--- src/rtl/truth_table_sweep.sv ---
// Purpose : sweeps every input vector of an N-input truth table, emitting x/s pairs and a ones count per pass.
// Latency : x=0 appears one cycle after start is sampled; done pulses the cycle after x=2^N-1 completes.
// Backpr. : hold=1 freezes x/s, drops valid and pauses counting; the sweep resumes at x+1 after hold falls.
//
// Ports
//   clk    - single clock, all state on the rising edge
//   rst_n  - asynchronous active-low reset
//   start  - begin a sweep (honoured only in IDLE)
//   hold   - pause the sweep while in RUN
//   loop   - keep sweeping continuously, wrapping x to 0 after 2^N-1
//   tt     - truth table, bit i is the function value for input vector i
//   x      - current input vector (x[N-1] is the MSB)
//   s      - function value for x
//   valid  - x/s is a new evaluation this cycle
//   busy   - high while in RUN
//   done   - one-cycle pulse when a pass completes
//   ones   - number of s=1 evaluations in the last completed pass
module truth_table_sweep #(
    parameter int N = 2
) (
    input  logic                clk,
    input  logic                rst_n,
    input  logic                start,
    input  logic                hold,
    input  logic                loop,
    input  logic [(1<<N)-1:0]   tt,
    output logic [N-1:0]        x,
    output logic                s,
    output logic                valid,
    output logic                busy,
    output logic                done,
    output logic [N:0]          ones
);

    localparam int DEPTH = 1 << N;

    typedef enum logic [1:0] {
        IDLE = 2'd0,
        RUN  = 2'd1,
        FIN  = 2'd2
    } state_t;

    state_t             state;
    state_t             state_nxt;

    // Private copy of tt, so the table can change freely once a sweep starts.
    logic [DEPTH-1:0]   tbl;
    logic [DEPTH-1:0]   tbl_nxt;

    // Running ones count of the pass in progress. It already includes the s
    // currently on the outputs, so on the final step it is the pass total.
    // N+1 bits hold the worst case of 2^N without wrapping.
    logic [N:0]         acc;
    logic [N:0]         acc_nxt;

    logic [N-1:0]       x_nxt;
    logic               s_nxt;
    logic               valid_nxt;
    logic               busy_nxt;
    logic               done_nxt;
    logic [N:0]         ones_nxt;

    // Next vector in the sweep. At the last vector this wraps to 0 by itself,
    // which is exactly what the loop case wants.
    logic [N-1:0]       x_inc;
    logic               at_last;
    logic               nxt_bit;

    assign x_inc   = x + N'(1);
    assign at_last = (x == {N{1'b1}});
    assign nxt_bit = tbl[x_inc];

    // ------------------------------------------------------------------
    // Next-state and next-output logic
    // ------------------------------------------------------------------
    always_comb begin
        state_nxt = state;
        tbl_nxt   = tbl;
        acc_nxt   = acc;
        x_nxt     = x;
        s_nxt     = s;
        valid_nxt = 1'b0;
        busy_nxt  = busy;
        done_nxt  = 1'b0;
        ones_nxt  = ones;

        case (state)
            IDLE: begin
                busy_nxt = 1'b0;
                if (start) begin
                    state_nxt = RUN;
                    tbl_nxt   = tt;
                    x_nxt     = '0;
                    s_nxt     = tt[0];
                    valid_nxt = 1'b1;
                    busy_nxt  = 1'b1;
                    acc_nxt   = (N+1)'(tt[0]);
                end
            end

            RUN: begin
                busy_nxt = 1'b1;
                // With hold high everything stays put and valid drops. Note
                // that the end-of-pass decision is also parked here, so loop
                // is only looked at on the edge where hold is low.
                if (!hold) begin
                    if (at_last && !loop) begin
                        // Final vector already presented: close the pass.
                        // x and s keep the last evaluation.
                        state_nxt = FIN;
                        busy_nxt  = 1'b0;
                        done_nxt  = 1'b1;
                        ones_nxt  = acc;
                    end else begin
                        x_nxt     = x_inc;
                        s_nxt     = nxt_bit;
                        valid_nxt = 1'b1;
                        if (at_last) begin
                            // Seamless wrap: publish the finished pass and
                            // seed the new pass with the vector-0 value.
                            done_nxt = 1'b1;
                            ones_nxt = acc;
                            acc_nxt  = (N+1)'(nxt_bit);
                        end else begin
                            acc_nxt  = acc + (N+1)'(nxt_bit);
                        end
                    end
                end
            end

            FIN: begin
                // Single-cycle state; start is deliberately not looked at.
                state_nxt = IDLE;
                busy_nxt  = 1'b0;
            end

            default: begin
                state_nxt = IDLE;
                busy_nxt  = 1'b0;
            end
        endcase
    end

    // ------------------------------------------------------------------
    // State register
    // ------------------------------------------------------------------
    always_ff @(posedge clk or negedge rst_n) begin
        if (!rst_n) begin
            state <= IDLE;
        end else begin
            state <= state_nxt;
        end
    end

    // ------------------------------------------------------------------
    // Datapath and output registers
    // ------------------------------------------------------------------
    always_ff @(posedge clk or negedge rst_n) begin
        if (!rst_n) begin
            tbl   <= '0;
            acc   <= '0;
            x     <= '0;
            s     <= 1'b0;
            valid <= 1'b0;
            busy  <= 1'b0;
            done  <= 1'b0;
            ones  <= '0;
        end else begin
            tbl   <= tbl_nxt;
            acc   <= acc_nxt;
            x     <= x_nxt;
            s     <= s_nxt;
            valid <= valid_nxt;
            busy  <= busy_nxt;
            done  <= done_nxt;
            ones  <= ones_nxt;
        end
    end

endmodule

--- config.mk ---
export PLATFORM = sky130hd
export DESIGN_NAME = truth_table_sweep
export DESIGN_NICKNAME = d
export VERILOG_FILES = /design/src/rtl/truth_table_sweep.sv
export SDC_FILE = /design/constraint.sdc
export NUM_CORES = 1
export LEC_CHECK = 0
export CAP_MARGIN = 10
export CELL_PAD_IN_SITES_DETAIL_PLACEMENT = 0
export CELL_PAD_IN_SITES_GLOBAL_PLACEMENT = 1
export CORE_UTILIZATION = 51
export CTS_BUF_LIST = sky130_fd_sc_hd__clkbuf_8 sky130_fd_sc_hd__clkbuf_16
export DETAILED_ROUTE_END_ITERATION = 8
export DONT_BUFFER_PORTS = 1
export PLACE_DENSITY_LB_ADDON = 0.1
export RECOVER_POWER = 100
export SYNTH_ARGS = -nofsm -noshare
export SYNTH_HDL_FRONTEND = slang
export SYNTH_SLANG_ARGS = --single-unit
--- constraint.sdc ---
create_clock -name clk -period 4.9 [get_ports clk]
set_input_delay 0.98 -clock clk [delete_from_list [all_inputs] [get_ports clk]]
set_output_delay 0.98 -clock clk [all_outputs]
set_load 0.02 [all_outputs]
==> reports/summary.txt, run 1 <==
outcome: complete, but fails checks
failing checks: design-rule violations
Fin. Hold Viols: 0
Ant. Diodes: 0
Placer Congestion: 0.6653
hold buffers post-CTS: 0
CTS tree: built
max_cap viols: 0
WP buf/inv: 0
Peak Freq: 0.4110 GHz
RR Endpoint: acc[0]
worst path cell trace: ha_1 -> mux2i_1 -> mux2i_1 -> ha_1 -> nor2b_1 -> o31a_1 -> mux2_1
CTS Buf Count: 3
initial antenna violation count: 0
Syn Area/Cell: 12.82 um2
H-tree depth: 1
violation count after the first detailed-routing iteration: 16
met3 WL: 67 um
post-CTS setup buffers: 0
total grt overflow: 0
synthesized flop and latch total: 18
CP required: 5.03 ns
Final WS setup: 2.467 ns
Placed Instances: 84
Worst Max-Slew Pin Slew: 0.8664 ns
Clock Path Buffers: 2
routed len/inst: 15.95 um
Crit-path slowest cell: dfrtp_1
vias in the first global route: 530
vias per inst: 5.908
Syn Nets: 83
synth top area cells: dfrtp_1, mux2_4, mux2_2, ha_1, mux2i_1
CP max FO: 8
Synth top area share: 50.21%
Setup CP Type: reg -> reg
Async SR Flop Fraction: 100.0%
share of layout cells above drive strength 1: 18.31%
RSZ-0062 raised after global routing: false
core area: 1577 um2
crit end category: register
Clock Pin Slew Worst Setup and Hold Paths: 0.07 ns
Row Count: 14
num ports: 18
# resized after CTS: 0
Pwr per Cell Area: 710.7 nW/um2
top layer in use: met4
first-pass GRT wire length: 2346 um
Setup Viol. Count Final: 0
Period minus WS final: 2.433 ns
Port Buffer Count: 0
LEAKAGE: 0.4135 nW
Startpoint Class: register
r2r worst-path depth: 7
flop2flop setup slack: 2.47 ns
Cell variety after synth: 25
skew final: 0.003276 ns
Finished Layout Cells: 87
register area share after synthesis: 50.21%
synth cell count leaders: dfrtp_1, mux2_2, mux2_4, ha_1, o21ai_0
Post-synth EDFFs: 0
worst reg2reg path startpoint: x[0]
Final Cell Area: 905.9 um2
setup TNS: 0 ns
Sink Count: 18
Synth warnings: 0
count of pins over their slew limit: 0
ANT nets after route: 0
CP arrival: 2.57 ns
Die Y: 43.94 um
routed wl met2: 650 um
metal1 wirelength: 637 um
hpwl dp: 1018 um
Root Buffer: clkbuf_8
DR vias: 514
Largest stage delay, worst path: 0.53 ns
Peak VDD IR: 0.0002907 V
overall global routing resource usage: 17.00%
area grow syn2layout: 0.9764%
Post-DP Area: 894.6 um2
Top delay family on crit path: adder cells
drt pass-1 iters: 7
largest net degree at the start of global routing: 19
synthesized area: 897.1 um2
DRC Markers: 1
worst rel slew slack: 42.12%
Die Wd: 43.94 um
post-place setup slack: 2.531 ns
prevailing post-synth register cell: dfrtp_1
Final nets: 86
Die ar.: 1931 um2
most frequent cell after synthesis: dfrtp_1
Synth area leader: dfrtp_1
Initial Util: 56.90%
Synth Instances: 70
worst-skew pair later-pin latency: 0.25 ns
Final period util: 49.66%
Hold WC Path Type: in -> async
total routed wirelength: 1388 um
-- sequential cells by signal, summed over array words and instances, names as in the netlist --
name and flops:
tbl 4, acc 3, state 2, done 1, valid 1, s 1, x 2, ones 3
busy 1
-- metal layers --
layer | vias up | global-route usage [%]
li1 | 247 | -
met1 | 246 | 21.43
met2 | 17 | 26.57
met3 | 4 | 4.583
met4 | 0 | 9.091
met5 | - | 0
-- cell type report --
type                    instances  area (um2)
clock buffers                   3       41.29
inverters                       3       11.26
flip-flops and latches         18       450.4
fillers                       141       670.6
well taps                      16       20.02
multi-input cells              47       382.9
-- worst max-delay path by stage --
| stage | cells after the start | endpoint | start | slack [ns] |
|---|---|---|---|---|
| after floorplan | 7 | acc[0] | x[0] | 2.68 |
| after global placement | 7 | acc[0] | x[0] | 2.57 |
| after detailed placement | 7 | acc[0] | x[0] | 2.53 |
| after CTS | 7 | acc[0] | x[0] | 2.50 |
| after global routing | 7 | acc[0] | x[0] | 2.35 |
| final | 7 | acc[0] | x[0] | 2.47 |
-- layout by cell type, fill, tap and decap left out, drive strengths merged, types with 2 or more instances in the layout --
cell type	n
nor2	3
o21bai	2
mux2	11
dfrtp	18
nand2	3
o21ai	4
clkbuf	3
nand2b	3
o22ai	2
nor2b	3
ha	4
inv	3
mux2i	3
-- power by group --
group | internal, mW | total [mW] | switching (mW)
logic | 0.136 | 0.243 | 0.107
clock network | 0.0545 | 0.100 | 0.0457
registers | 0.214 | 0.301 | 0.0866
total | 0.404 | 0.644 | 0.239
-- through the flow --
step	power [mW]	hold slack [ns]	utilization, %
after floorplan	0.5363	0.4800	-
after global placement	0.5642	0.4962	56.75
after detailed placement	0.5731	0.4994	56.75
after CTS	0.6759	0.4171	59.37
after global routing	0.6934	0.4069	57.46
final	0.6438	0.4195	57.46
-- cell families after synthesis --
logic type                 count (synthesis)  synth area share (%)
and+or+nand+nor                           18                 12.55
buffers and inverters                      5                 3.765
muxes                                     14                 19.25
adders and majority gates                  4                 5.579
DFF                                       18                 50.21
AOI/OAI and AO/OA                         11                 8.647
Note: power is estimated with default switching activity, not from simulation.
==> run 2: changes to the inputs <==
CORE_UTILIZATION = 47   (was 51)
clock period = 2.4 ns   (was 4.9 ns; I/O delays follow)
==> run 2 against run 1 <==
  * The flow now finishes without violations
  * Count of clock-buffer cells in the layout up 1
  * Utilization down 3.3 points
  * Register-to-register slack worse by 2.2 ns
==> reports/summary.txt, run 2 (synthesis gave the netlist of run 1 again) <==
outcome: complete, no violations
WHS: 0.2980 ns
max_cap viols: 0
worst rel slew slack: 40.15%
Sink Count: 18
commonest cells after routing, fill and taps aside: dfrtp_1, mux2_2, o21ai_0, ha_1, clkbuf_8
Post-DP Area: 920.9 um2
Final nets: 89
CP max FO: 3
vias per inst: 5.100
Clock Pin Slew Worst Setup and Hold Paths: 0.06 ns
biggest regs: tbl (4), acc (3), ones (3)
drt pass-1 iters: 4
Root Buffer: clkbuf_8
Initial Util: 50.85%
Die Wd: 45.69 um
Ant. Diodes: 0
core area: 1764 um2
Top delay family on crit path: adder cells
Final period util: 89.27%
Die ar.: 2088 um2
Peak VDD IR: 0.0008471 V
LEAKAGE: 0.4334 nW
Period minus WS final: 2.142 ns
RSZ-0062 raised after global routing: false
Startpoint Class: register
Clock Path Buffers: 2
Row Count: 15
Hold WC Path Type: in -> reg
total grt overflow: 0
post-layout util: 54.18%
violation count after the first detailed-routing iteration: 7
overall power: 1.381 mW
skew final: 0.001955 ns
CTS tree: built
count of pins over their slew limit: 0
Setup Viol. Count Final: 0
Largest stage delay, worst path: 0.38 ns
DR vias: 510
first-pass GRT wire length: 2201 um
Worst Max-Slew Pin Slew: 0.8958 ns
CTS Buf Count: 3
ANT nets after route: 0
worst-skew pair later-pin latency: 0.25 ns
hpwl dp: 978.4 um
DRC Markers: 0
worst path cell trace: ha_1 -> mux2i_1 -> mux2i_1 -> ha_1 -> nor2b_1 -> o31a_1 -> mux2_4
Crit-path slowest cell: dfrtp_1
Final Cell Area: 955.9 um2
most flop-heavy register: tbl
Peak Freq: 0.4668 GHz
Setup CP Type: reg -> reg
overall global routing resource usage: 15.51%
initial antenna violation count: 0
leading cell type in the layout, fill and taps excluded: dfrtp_1
CP required: 2.53 ns
Fin. Hold Viols: 0
Placer Congestion: 0.6966
H-tree depth: 1
Pwr per Cell Area: 1445 nW/um2
total routed wirelength: 1338 um
WP buf/inv: 0
share of layout cells above drive strength 1: 20.00%
CP arrival: 2.27 ns
num ports: 18
crit end category: register
area grow syn2layout: 6.555%
# resized after CTS: 0
vias in the first global route: 471
max FFs per register: 4
Die Y: 45.69 um
largest net degree at the start of global routing: 19
routed len/inst: 13.38 um
setup TNS: 0 ns
Port Buffer Count: 0
post-CTS setup buffers: 0
hold buffers post-CTS: 1
-- run 2: changes by cell type in the layout (fill, tap and decap cells not counted), sizes merged --
cell | before | now
buf | 0 | 1
clkbuf | 3 | 5
dlygate4sd3 | 0 | 1
-- run 2: final cells by class --
cell class                      count  area [um2]
Multi-Input combinational cell     47       386.6
Fill cell                         174       808.3
Inverter                            3       11.26
Clock buffer                        4       55.05
Sequential cell                    18       450.4
Tap cell                           25       31.28
Timing Repair Buffer                3       21.27
-- run 2: worst paths after layout --
path	startpoint	endpoint	slack, ns	cells past startpoint
min in group asynchronous	rst_n	state[0]	0.77	1
worst max-delay path	x[0]	acc[0]	0.26	7
worst max register to register	x[0]	acc[0]	0.26	7
max in group asynchronous	rst_n	tbl[0]	1.12	1
worst min-delay path	hold	state[1]	0.30	1
worst min register to register	tbl[2]	tbl[2]	0.51	1
-- run 2: routing by layer --
metal / routed length [um] / track usage, % / part of all wire, %
met1: 661 / 21.55 / 49
met3: 87 / 7.937 / 6.5
met5: 0 / 0 / 0
met2: 577 / 20.57 / 43
met4: 10 / 5.294 / 0.75
-- run 2: where the power goes --
group	switching (mW)	internal [mW]	total, mW
Clock	0.0919	0.145	0.237
Sequential	0.135	0.437	0.572
Combinational	0.266	0.305	0.572
-- run 2: worst register-to-register path, stage by stage, from the launching register on --
cell,delay [ns]
dfrtp_1,0.38
ha_1,0.35
mux2i_1,0.25
mux2i_1,0.13
ha_1,0.27
nor2b_1,0.12
o31a_1,0.28
mux2_4,0.25
-- run 2: metrics by stage --
step,setup WS (ns),cells
after detailed placement,0.2608,95
after global routing,0.09704,100
final,0.2576,100
after CTS,0.2412,100
after floorplan,0.1752,70
after global placement,0.2984,95
==> run 3: changes to the inputs <==
PLACE_DENSITY_LB_ADDON = 0.2   (was 0.1)
==> run 3 against run 2 <==
  * Register-to-register slack worse by 0.05 ns
  * Flip-flop and latch count unchanged
  * Fmax down 2.3%
  * First-iteration DRC count fell by 71%
  * Via count up 2.7%
  * Largest cell class unchanged
  * Non-clock buffer count unchanged
  * Clock skew up 0.0067 ns
  * Setup slack got worse by 0.049 ns
  * Critical path type unchanged
  * Count of clock-buffer cells in the layout decreased by 1
  * Die area stayed put
==> reports/summary.txt, run 3 (synthesis gave the netlist of run 1 again) <==
outcome: complete, no violations
vias in the first global route: 473
CTS tree: built
beginning of the worst hold path: hold
skew final: 0.008679 ns
Final Cell Area: 940.9 um2
max_cap viols: 0
DR vias: 524
Peak VDD IR: 0.0005856 V
Die ar.: 2088 um2
Startpoint Class: register
leading cell type in the layout, fill and taps excluded: dfrtp_1
area grow syn2layout: 4.881%
Worst Max-Slew Pin Slew: 0.8532 ns
core area: 1764 um2
biggest regs: tbl (4), acc (3), ones (3)
Setup Viol. Count Final: 0
Pwr per Cell Area: 1413 nW/um2
post-layout util: 53.33%
routed len/inst: 13.35 um
crit end category: register
violation count after the first detailed-routing iteration: 2
crit path from: x[0]
ANT nets after route: 0
worst-skew pair later-pin latency: 0.25 ns
Setup CP Type: reg -> reg
DRC Markers: 0
CTS Buf Count: 3
Die Y: 45.69 um
Root Buffer: clkbuf_8
LEAKAGE: 0.4243 nW
total routed wirelength: 1322 um
largest net degree at the start of global routing: 19
hold buffers post-CTS: 1
Port Buffer Count: 0
Initial Util: 50.85%
initial antenna violation count: 0
Period minus WS final: 2.192 ns
H-tree depth: 1
share of layout cells above drive strength 1: 17.57%
Clock Path Buffers: 2
commonest cells after routing, fill and taps aside: dfrtp_1, mux2_2, o21ai_0, ha_1
Clock Pin Slew Worst Setup and Hold Paths: 0.07 ns
setup TNS: 0 ns
num ports: 18
post-CTS setup buffers: 0
Post-DP Area: 920.9 um2
most flop-heavy register: tbl
Peak Freq: 0.4562 GHz
CP arrival: 2.32 ns
overall power: 1.330 mW
first-pass GRT wire length: 2049 um
Placer Congestion: 0.7280
Final period util: 91.32%
overall global routing resource usage: 14.62%
RSZ-0062 raised after global routing: false
total grt overflow: 0
max FFs per register: 4
worst reg2reg path startpoint: x[0]
count of pins over their slew limit: 0
CP required: 2.52 ns
Die Wd: 45.69 um
Final nets: 89
vias per inst: 5.293
Ant. Diodes: 0
worst rel slew slack: 43.00%
Hold WC Path Type: in -> reg
CP max FO: 3
Fin. Hold Viols: 0
Row Count: 15
Sink Count: 18
drt pass-1 iters: 4
# resized after CTS: 0
[run 3: cell types whose count changed in the layout (fill, tap and decap cells not counted)]
cell / change
clkbuf_8: -1
inv_1: +1
inv_2: -1
mux2_1: +1
mux2_4: -1
or2_0: -1
or2_4: +1
[run 3: layer usage]
metal | up-vias | GRT usage, % | part of all wire, %
met4 | 0 | 10.59 | 0.76
li1 | 257 | - | -
met1 | 250 | 19.06 | 52
met2 | 15 | 20.29 | 43
met3 | 2 | 4.365 | 4.5
met5 | - | 0 | 0
[run 3: worst paths after layout]
check / endpoint / slack (ns) / cells after the start
max reg2reg: acc[0] / 0.21 / 7
max: acc[0] / 0.21 / 7
min in group asynchronous: ones[2] / 0.76 / 1
min: state[1] / 0.29 / 1
min reg2reg: tbl[1] / 0.50 / 1
max in group asynchronous: s / 1.13 / 1
[run 3: per-stage QoR]
stage	hold WS [ns]	instances	setup slack [ns]
after floorplan	0.1844	70	0.1752
after global placement	0.1848	95	0.3050
after detailed placement	0.1848	95	0.2724
after CTS	0.2849	99	0.2511
after global routing	0.2818	99	0.1312
final	0.2935	99	0.2082
[run 3: final cells by class]
cell class | count | area, um2
multi-input cells | 47 | 385.4
fillers | 173 | 823.3
repair buffers | 3 | 21.27
clock buffers | 3 | 41.29
inverters | 3 | 11.26
well taps | 25 | 31.28
flip-flops and latches | 18 | 450.4
[run 3: critical path, stage by stage (launching register included)]
cell and delay (ns):
dfrtp_1 0.38, ha_1 0.35, mux2i_1 0.25, mux2i_1 0.13
ha_1 0.27, nor2b_1 0.12, o31a_1 0.27, mux2_1 0.29
[run 3: report_power, final]
part           total [mW]  switching [mW]  internal [mW]
combinational       0.553           0.261          0.292
sequential          0.574           0.136          0.437
clock               0.203          0.0913          0.111
